**config.mk**
```make
export PLATFORM = sky130hd
export DESIGN_NAME = regfile_wport_arbiter_flat
export DESIGN_NICKNAME = d
export VERILOG_FILES = /design/src/rtl/regfile_wport_arbiter_if.sv /design/src/rtl/regfile_wport_arbiter.sv /design/src/flat_wrapper.sv
export SDC_FILE = /design/constraint.sdc
export NUM_CORES = 1
export LEC_CHECK = 0
export BUFFER_PORTS_ARGS = -buffer_cell sky130_fd_sc_hd__buf_2
export CAP_MARGIN = 10
export CORE_ASPECT_RATIO = 1.75
export CORE_UTILIZATION = 33
export DETAILED_ROUTE_END_ITERATION = 16
export HOLD_SLACK_MARGIN = 0.03
export PLACE_DENSITY = 0.82
export SLEW_MARGIN = 15
export SYNTH_ARGS = -nofsm -noshare
export SYNTH_HDL_FRONTEND = slang
export SYNTH_SLANG_ARGS = --single-unit
```
**constraint.sdc**
```tcl
create_clock -name clk -period 1.6 [get_ports clk]
set_clock_uncertainty 0.05 [all_clocks]
set_input_delay 0.32 -clock clk [delete_from_list [all_inputs] [get_ports clk]]
set_output_delay 0.32 -clock clk [all_outputs]
set_load 0.03 [all_outputs]
```
**src/rtl/regfile_wport_arbiter_if.sv**
```systemverilog
// Write-port bundle between two writeback requesters, the arbiter and the register file.
// The master side is the requester/testbench view; the slave side is the arbiter.
interface regfile_wport_arbiter_if;
  logic        req0_val;
  logic        req0_rdy;
  logic [4:0]  req0_waddr;
  logic [31:0] req0_wdata;
  logic        req1_val;
  logic        req1_rdy;
  logic [4:0]  req1_waddr;
  logic [31:0] req1_wdata;
  logic        rf_wen;
  logic [4:0]  rf_waddr;
  logic [31:0] rf_wdata;
  logic        init_done;

  modport master (
    output req0_val, req0_waddr, req0_wdata,
    output req1_val, req1_waddr, req1_wdata,
    input  req0_rdy, req1_rdy,
    input  rf_wen, rf_waddr, rf_wdata, init_done
  );

  modport slave (
    input  req0_val, req0_waddr, req0_wdata,
    input  req1_val, req1_waddr, req1_wdata,
    output req0_rdy, req1_rdy,
    output rf_wen, rf_waddr, rf_wdata, init_done
  );
endinterface

```
**src/rtl/regfile_wport_arbiter.sv**
```systemverilog
// Round-robin arbiter for the single register-file write port, with a post-reset
// sweep that writes INIT_VALUE into registers 1..31 (the register file has no reset).
module regfile_wport_arbiter #(
  parameter bit          INIT_EN    = 1'b1,
  parameter logic [31:0] INIT_VALUE = 32'h0000_0000
) (
  input  logic                    clk,
  input  logic                    reset,
  regfile_wport_arbiter_if.slave  wp
);

  typedef enum logic [0:0] {
    ST_INIT = 1'b0,
    ST_RUN  = 1'b1
  } state_t;

  // Returns {grant_valid, grant_index}; on a tie the requester not granted last wins.
  function automatic logic [1:0] rr_pick(input logic val0, input logic val1, input logic last);
    logic [1:0] pick;
    case ({val1, val0})
      2'b01:   pick = {1'b1, 1'b0};
      2'b10:   pick = {1'b1, 1'b1};
      2'b11:   pick = {1'b1, ~last};
      default: pick = {1'b0, 1'b0};
    endcase
    return pick;
  endfunction

  state_t      state_r;
  state_t      state_nxt_s;
  logic [4:0]  cnt_r;
  logic [4:0]  cnt_nxt_s;
  logic        last_r;
  logic        last_nxt_s;

  logic [1:0]  pick_s;
  logic        gnt_valid_s;
  logic        gnt_idx_s;

  logic        wen_s;
  logic [4:0]  waddr_s;
  logic [31:0] wdata_s;
  logic        rdy0_s;
  logic        rdy1_s;
  logic        done_s;

  // Arbitration decision from the current requests and the last winner.
  always_comb begin
    pick_s      = rr_pick(wp.req0_val, wp.req1_val, last_r);
    gnt_valid_s = pick_s[1];
    gnt_idx_s   = pick_s[0];
  end

  // State register: synchronous active-low reset restarts the whole sequence.
  always_ff @(posedge clk) begin
    if (!reset) begin
      state_r <= INIT_EN ? ST_INIT : ST_RUN;
      cnt_r   <= 5'd1;
      last_r  <= 1'b1;
    end else begin
      state_r <= state_nxt_s;
      cnt_r   <= cnt_nxt_s;
      last_r  <= last_nxt_s;
    end
  end

  // Next-state and unmasked output decode.
  always_comb begin
    state_nxt_s = state_r;
    cnt_nxt_s   = cnt_r;
    last_nxt_s  = last_r;
    wen_s       = 1'b0;
    waddr_s     = 5'd0;
    wdata_s     = 32'h0000_0000;
    rdy0_s      = 1'b0;
    rdy1_s      = 1'b0;
    done_s      = 1'b0;

    case (state_r)
      ST_INIT: begin
        // Requests are ignored here; requesters hold val until the sweep finishes.
        wen_s     = 1'b1;
        waddr_s   = cnt_r;
        wdata_s   = INIT_VALUE;
        cnt_nxt_s = cnt_r + 5'd1;
        if (cnt_r == 5'd31) begin
          state_nxt_s = ST_RUN;
        end else begin
          state_nxt_s = ST_INIT;
        end
      end
      ST_RUN: begin
        done_s = 1'b1;
        if (gnt_valid_s) begin
          wen_s      = 1'b1;
          rdy0_s     = ~gnt_idx_s;
          rdy1_s     = gnt_idx_s;
          last_nxt_s = gnt_idx_s;
          if (gnt_idx_s) begin
            waddr_s = wp.req1_waddr;
            wdata_s = wp.req1_wdata;
          end else begin
            waddr_s = wp.req0_waddr;
            wdata_s = wp.req0_wdata;
          end
        end else begin
          last_nxt_s = last_r;
        end
      end
      default: begin
        state_nxt_s = ST_INIT;
        cnt_nxt_s   = 5'd1;
        last_nxt_s  = 1'b1;
      end
    endcase
  end

  // Outputs pass through in the same cycle but are held at zero while reset is low.
  always_comb begin
    if (!reset) begin
      wp.rf_wen    = 1'b0;
      wp.rf_waddr  = 5'd0;
      wp.rf_wdata  = 32'h0000_0000;
      wp.req0_rdy  = 1'b0;
      wp.req1_rdy  = 1'b0;
      wp.init_done = 1'b0;
    end else begin
      wp.rf_wen    = wen_s;
      wp.rf_waddr  = waddr_s;
      wp.rf_wdata  = wdata_s;
      wp.req0_rdy  = rdy0_s;
      wp.req1_rdy  = rdy1_s;
      wp.init_done = done_s;
    end
  end

endmodule

```
**src/flat_wrapper.sv**
```systemverilog
// flat-port wrapper written by rule: the top's interface ports become plain ports
module regfile_wport_arbiter_flat 
#(
  parameter bit          INIT_EN    = 1'b1,
  parameter logic [31:0] INIT_VALUE = 32'h0000_0000
)
  (clk, reset, wp_req0_val, wp_req0_waddr, wp_req0_wdata, wp_req1_val, wp_req1_waddr, wp_req1_wdata, wp_req0_rdy, wp_req1_rdy, wp_rf_wen, wp_rf_waddr, wp_rf_wdata, wp_init_done);
  regfile_wport_arbiter_if wp_i ();
  input  logic clk;
  input  logic reset;
  input wire logic [$bits(wp_i.req0_val)-1:0] wp_req0_val;
  input wire logic [$bits(wp_i.req0_waddr)-1:0] wp_req0_waddr;
  input wire logic [$bits(wp_i.req0_wdata)-1:0] wp_req0_wdata;
  input wire logic [$bits(wp_i.req1_val)-1:0] wp_req1_val;
  input wire logic [$bits(wp_i.req1_waddr)-1:0] wp_req1_waddr;
  input wire logic [$bits(wp_i.req1_wdata)-1:0] wp_req1_wdata;
  output wire logic [$bits(wp_i.req0_rdy)-1:0] wp_req0_rdy;
  output wire logic [$bits(wp_i.req1_rdy)-1:0] wp_req1_rdy;
  output wire logic [$bits(wp_i.rf_wen)-1:0] wp_rf_wen;
  output wire logic [$bits(wp_i.rf_waddr)-1:0] wp_rf_waddr;
  output wire logic [$bits(wp_i.rf_wdata)-1:0] wp_rf_wdata;
  output wire logic [$bits(wp_i.init_done)-1:0] wp_init_done;
  assign wp_i.req0_val = wp_req0_val;
  assign wp_i.req0_waddr = wp_req0_waddr;
  assign wp_i.req0_wdata = wp_req0_wdata;
  assign wp_i.req1_val = wp_req1_val;
  assign wp_i.req1_waddr = wp_req1_waddr;
  assign wp_i.req1_wdata = wp_req1_wdata;
  assign wp_req0_rdy = wp_i.req0_rdy;
  assign wp_req1_rdy = wp_i.req1_rdy;
  assign wp_rf_wen = wp_i.rf_wen;
  assign wp_rf_waddr = wp_i.rf_waddr;
  assign wp_rf_wdata = wp_i.rf_wdata;
  assign wp_init_done = wp_i.init_done;
  regfile_wport_arbiter #(.INIT_EN(INIT_EN), .INIT_VALUE(INIT_VALUE)) u_core (.clk(clk), .reset(reset), .wp(wp_i));
endmodule
```
Word-level counts from Yosys, hierarchy flattened
Cells that the tools add are included.

word-level totals
  flip-flop bits (word level) = 7
  input bits = 78
  logic and storage cells = 34
  output and inout bits = 41

operators by class
  reduce and logical (&&, ||, !) cells = 1
  bitwise operators = 3
  mux-type cells = 22
  add/subtract/negate cells = 1
  equal/unequal tests = 4

operators with widths
  operator                                                          number
  32-bit two-way mux                                                3
  32-bit one-hot mux with 2 select lines                            1
  5-bit two-way mux                                                 3
  1-bit two-way mux                                                 12
  5-bit one-hot mux with 2 select lines                             1
  2-bit one-hot mux with 3 select lines                             1
  5-bit by 1-bit adder with 5-bit output (second input constant)    1
  5-bit == test (second input constant)                             1
  2-bit == test (second input constant)                             2
  1-bit inverter                                                    3
  2-bit by 1-bit == test with 1-bit output (second input constant)  1
  1-bit one-hot mux with 2 select lines                             1
  2-bit AND reduction                                               1

Depth between registers and ports, before layout
  depth in word-level cells = 6
  gate-level depth with buffers = 6
  depth with buffers taken out = 5

Worst setup path after synthesis
OpenSTA, ideal clock, no wires.

  kind = reg-to-output
  from = reg u_core.state_r
  to = out wp_rf_waddr[1]
  cell stages (with the launch flop) = 4
  setup slack = -395 ps
  path buffers = 0
  data arrival time = 1625 ps
  required time = 1230 ps
  cells stage by stage = dfxtp_1 > and2_1 > o21ai_2 > o21ai_0

on the way
  longest elaborated chain between the ends = 3

RTL lines
  element                                    RTL line                      text
  start: declaration                         regfile_wport_arbiter.sv:29   state_t state_r;
  start signal: assignment                   regfile_wport_arbiter.sv:57   state_r <= INIT_EN ? ST_INIT : ST_RUN;
  start signal: assignment                   regfile_wport_arbiter.sv:61   state_r <= state_nxt_s;
  1-bit inverter                             regfile_wport_arbiter.sv:79   case (state_r)
  5-bit one-hot mux with 2 select lines (*)  regfile_wport_arbiter.sv:79
  5-bit two-way mux (*)                      regfile_wport_arbiter.sv:120  if (!reset) begin
  end: declaration                           flat_wrapper.sv:20            output wire logic [$bits(wp_i.rf_waddr)-1:0] wp_rf_waddr;

Every way passes the cells marked *; elsewhere a longest branch is shown, timed or not.

Worst setup path in the final report
  from = reg u_core.last_r
  to = out wp_rf_waddr[3]

on the way
  longest elaborated chain between the ends = 6

RTL lines
  element                                RTL line                      text
  start: declaration                     regfile_wport_arbiter.sv:33   logic last_r;
  start signal: assignment               regfile_wport_arbiter.sv:63   last_r <= last_nxt_s;
  1-bit inverter                         regfile_wport_arbiter.sv:23   2'b11: pick = {1'b1, ~last};
  2-bit one-hot mux with 3 select lines  regfile_wport_arbiter.sv:20   case ({val1, val0})
  5-bit two-way mux                      regfile_wport_arbiter.sv:99   if (gnt_idx_s) begin
  5-bit two-way mux                      regfile_wport_arbiter.sv:94   if (gnt_valid_s) begin
  5-bit one-hot mux with 2 select lines  regfile_wport_arbiter.sv:79
  5-bit two-way mux                      regfile_wport_arbiter.sv:120

No other way between the ends.

==> qor.csv <==
stage,metric,value,unit
placement,placed_cell_area,0.00204,mm^2
timing,drv_slew,0,
layout,stdcell_count,315,
drt,antenna_left,0,
clock_network,clkSinkCount,7,
clock_network,clk_pin_slew,0.04,ns
placement,place_ws,-0.0963,ns
floorplanning,initial_core_util,35.2,%
layout,insertedDiodeCount,0,
pwr,power_density,335,mW/mm^2
yosys,syn-cell-area,968,um^2
global_route,antenna_found_initial,0,
layout,fillers,181,
layout,layout.nets,369,
placement,gp_congestion,0.748,
floorplanning,die_y,73.7,um
clock_network,htreeDepth,1,
timing,fin_crit,1.75,ns
floorplanning,die_area,0.00316,mm^2
critical_path,cp-end-kind,output port,
critical_path,cp-start-kind,flip-flop,
layout,multiInputGateArea,0.00109,mm^2
pwr,p_leak,1.08,nW
timing,relSlewSlack,79.7,%
clock_network,clk_path_buf_depth,2,
critical_path,worstPathMaxFanout,10,
yosys,ys.flop_type,dfxtp_1,
floorplanning,io_pins,119,
status,status,"complete, but fails checks",
yosys,syn-num-nets,240,
layout,seq_area,141,um^2
drt,dr.pass1.iters,4,
timing,final.setup.worst_slack,-0.147,ns
status,violations,negative setup slack,
critical_path,crit_type,flip-flop to output port,
drt,drt_iter0_drc,28,
placement,place_inst,310,
layout,fin_area,0.00232,mm^2
critical_path,slowest_delay,0.34,ns
pwr,ir_worst_vdd,0.421,mV
yosys,synth_edf_count,0,
global_route,grt_start_max_net_pins,23,
critical_path,worstPathArrival,1.38,ns
timing,worst_pin_slew,0.301,ns
drt,vias,1615,
critical_path,critical_path.top_delay_family,compound AO/OA/AOI/OAI gates,
timing,fin_crit_sh,109,%
drt,wirelength,4290,um
yosys,synth.top_cells.by_area,"nand2_1, a21oi_1, dfxtp_1, buf_6, mux2i_1",
layout,drive_gt1_share,62.8,%
timing,fmaxAchievable,573,MHz
yosys,avgSynthCellArea,6.05,um^2
clock_network,numCtsBuffers,3,
timing,finalHoldViolations,0,
drt,vias_per_cell,5.13,
yosys,ys_seq_area_share,14.5,%
yosys,yosysTopAreaCell,nand2_1,
clock_network,clk_latency,0.23,ns
placement,hpwl,3160,um
critical_path,regToRegSetupSlack,0.25,ns
floorplanning,die_w,43.0,um
global_route,gr-total-overflow,0,
layout,area_growth,139,%
yosys,ys_async_sr_fraction,0,%
clock_network,cts_tree,built,
floorplanning,placementRows,25,
yosys,ys_warn_count,0,
critical_path,crit_chain,a21bo_4 -> buf_12 -> mux2i_1 -> o21ai_2 -> buf_4,
run,max_cap_violations,0,
yosys,synth_seq_cells,7,
timing,grt_setup_unrepaired,yes,
clock_network,clock_tree.root_cell,clkbuf_8,
placement,io_buffers,118,
critical_path,critical_path_required,1.23,ns
critical_path,crit_buf_inv,2,
yosys,netlist_instances,160,
global_route,track_usage,25.1,%
timing,fin_hold_ws,0.399,ns
global_route,grt_pass1_wl,6130,um
yosys,synth.distinct_cells,26,
yosys,synth.most_common_cell,nand2_1,
yosys,yosys-top-cells-count,"nand2_1, a21oi_1, dfxtp_1",
floorplanning,coreArea,0.00275,mm^2
clock_network,cts_hold_buf,0,
pwr,total_power,776,uW
global_route,grt_pass1_vias,1459,
hold_path,hold_path_class,primary input to flip-flop,
drt,drc,0,
timing,setup_viol,38,
critical_path,slowest_stage,dfxtp_2,
drt,wl_per_cell,13.6,um
yosys,synth_top_area_share,26.4,%
[final cells by class]
cell class              instances  share of cell area (%)
well taps                      27                    1.46
flip-flops and latches          7                    6.10
multi-input cells             140                    47.1
repair buffers                137                    43.4
clock buffers                   4                    1.94
[logic make-up after synthesis]
family / after synthesis / share of synthesized area (%)
AO/OA/AOI/OAI: 48 / 28.8
buffers and inverters: 13 / 11.0
flip-flops: 7 / 14.5
multiplexers: 5 / 5.17
adder cells (fa/ha/maj): 2 / 2.58
AND/OR/NAND/NOR: 82 / 35.3
XOR/XNOR: 3 / 2.71
[metrics by stage]
stage	utilization, %	TNS, ns
6_report	84.2	-3.87
5_1_grt	84.2	-6.44
4_1_cts	83.2	-3.81
3_5_place_dp	74.2	-2.49
3_3_place_gp	74.2	-2.00
2_1_floorplan	-	-0.550
[placed cells by master (no fill, tap or decap)]
cell type and count:
buf_2 79, nand2_1 68, buf_6 30, a21oi_4 29, buf_4 23, dfxtp_1 6, mux2i_1 5, buf_12 5
a21oi_2 3, a21oi_1 3, nor2b_1 3, o21ai_2 3, o21ai_0 3, and2_1 3, clkbuf_8 3, a32oi_1 2
and3_1 2, xnor2_1 2, ha_1 2, a21boi_4 1, a21bo_4 1, and2_4 1, o21ai_4 1, or2b_1 1
nor2_1 1, a21boi_1 1, nor2_4 1, o21a_1 1, xor2_1 1, nand4b_1 1, nand2b_1 1, clkbuf_1 1
dfxtp_2 1
[layer usage]
metal | track usage (%) | vias up | wire length (um)
met5 | 0 | - | 0
met2 | 52.5 | 80 | 2520
met1 | 21.8 | 740 | 1390
li1 | - | 787 | -
met3 | 5.65 | 8 | 297
met4 | 9.09 | 0 | 83
[flip-flops by register name, summed over array words and instances (netlist names)]
signal          cells
u_core.state_r      1
u_core.last_r       1
u_core.cnt_r        5
[path summary, 6_finish.rpt]
check	from	to	depth (start not counted)
setup reg to reg	u_core.cnt_r[0]	u_core.cnt_r[4]	5
hold / removal	reset	u_core.cnt_r[0]	3
setup / recovery	u_core.last_r	wp_rf_waddr[3]	5
hold reg to reg	u_core.cnt_r[4]	u_core.cnt_r[4]	2
[power by group]
group | switching (mW) | total (mW) | internal, mW
Combinational | 0.172 | 0.328 | 0.156
Clock | 0.0792 | 0.252 | 0.173
Sequential | 0.0116 | 0.197 | 0.185
[timing repair]
item,4_1_cts,5_1_grt
gates resized for setup,67,5
pin swaps,0,0
buffers inserted,0,1
endpoints found under the setup margin,39,39
[worst reg2reg max path, stage by stage, from the launching register on]
cell,delay [ns]
dfxtp_1,0.35
ha_1,0.22
and3_1,0.18
ha_1,0.26
mux2i_1,0.12
nor2b_1,0.06
Power figures use the tool's default switching activity.
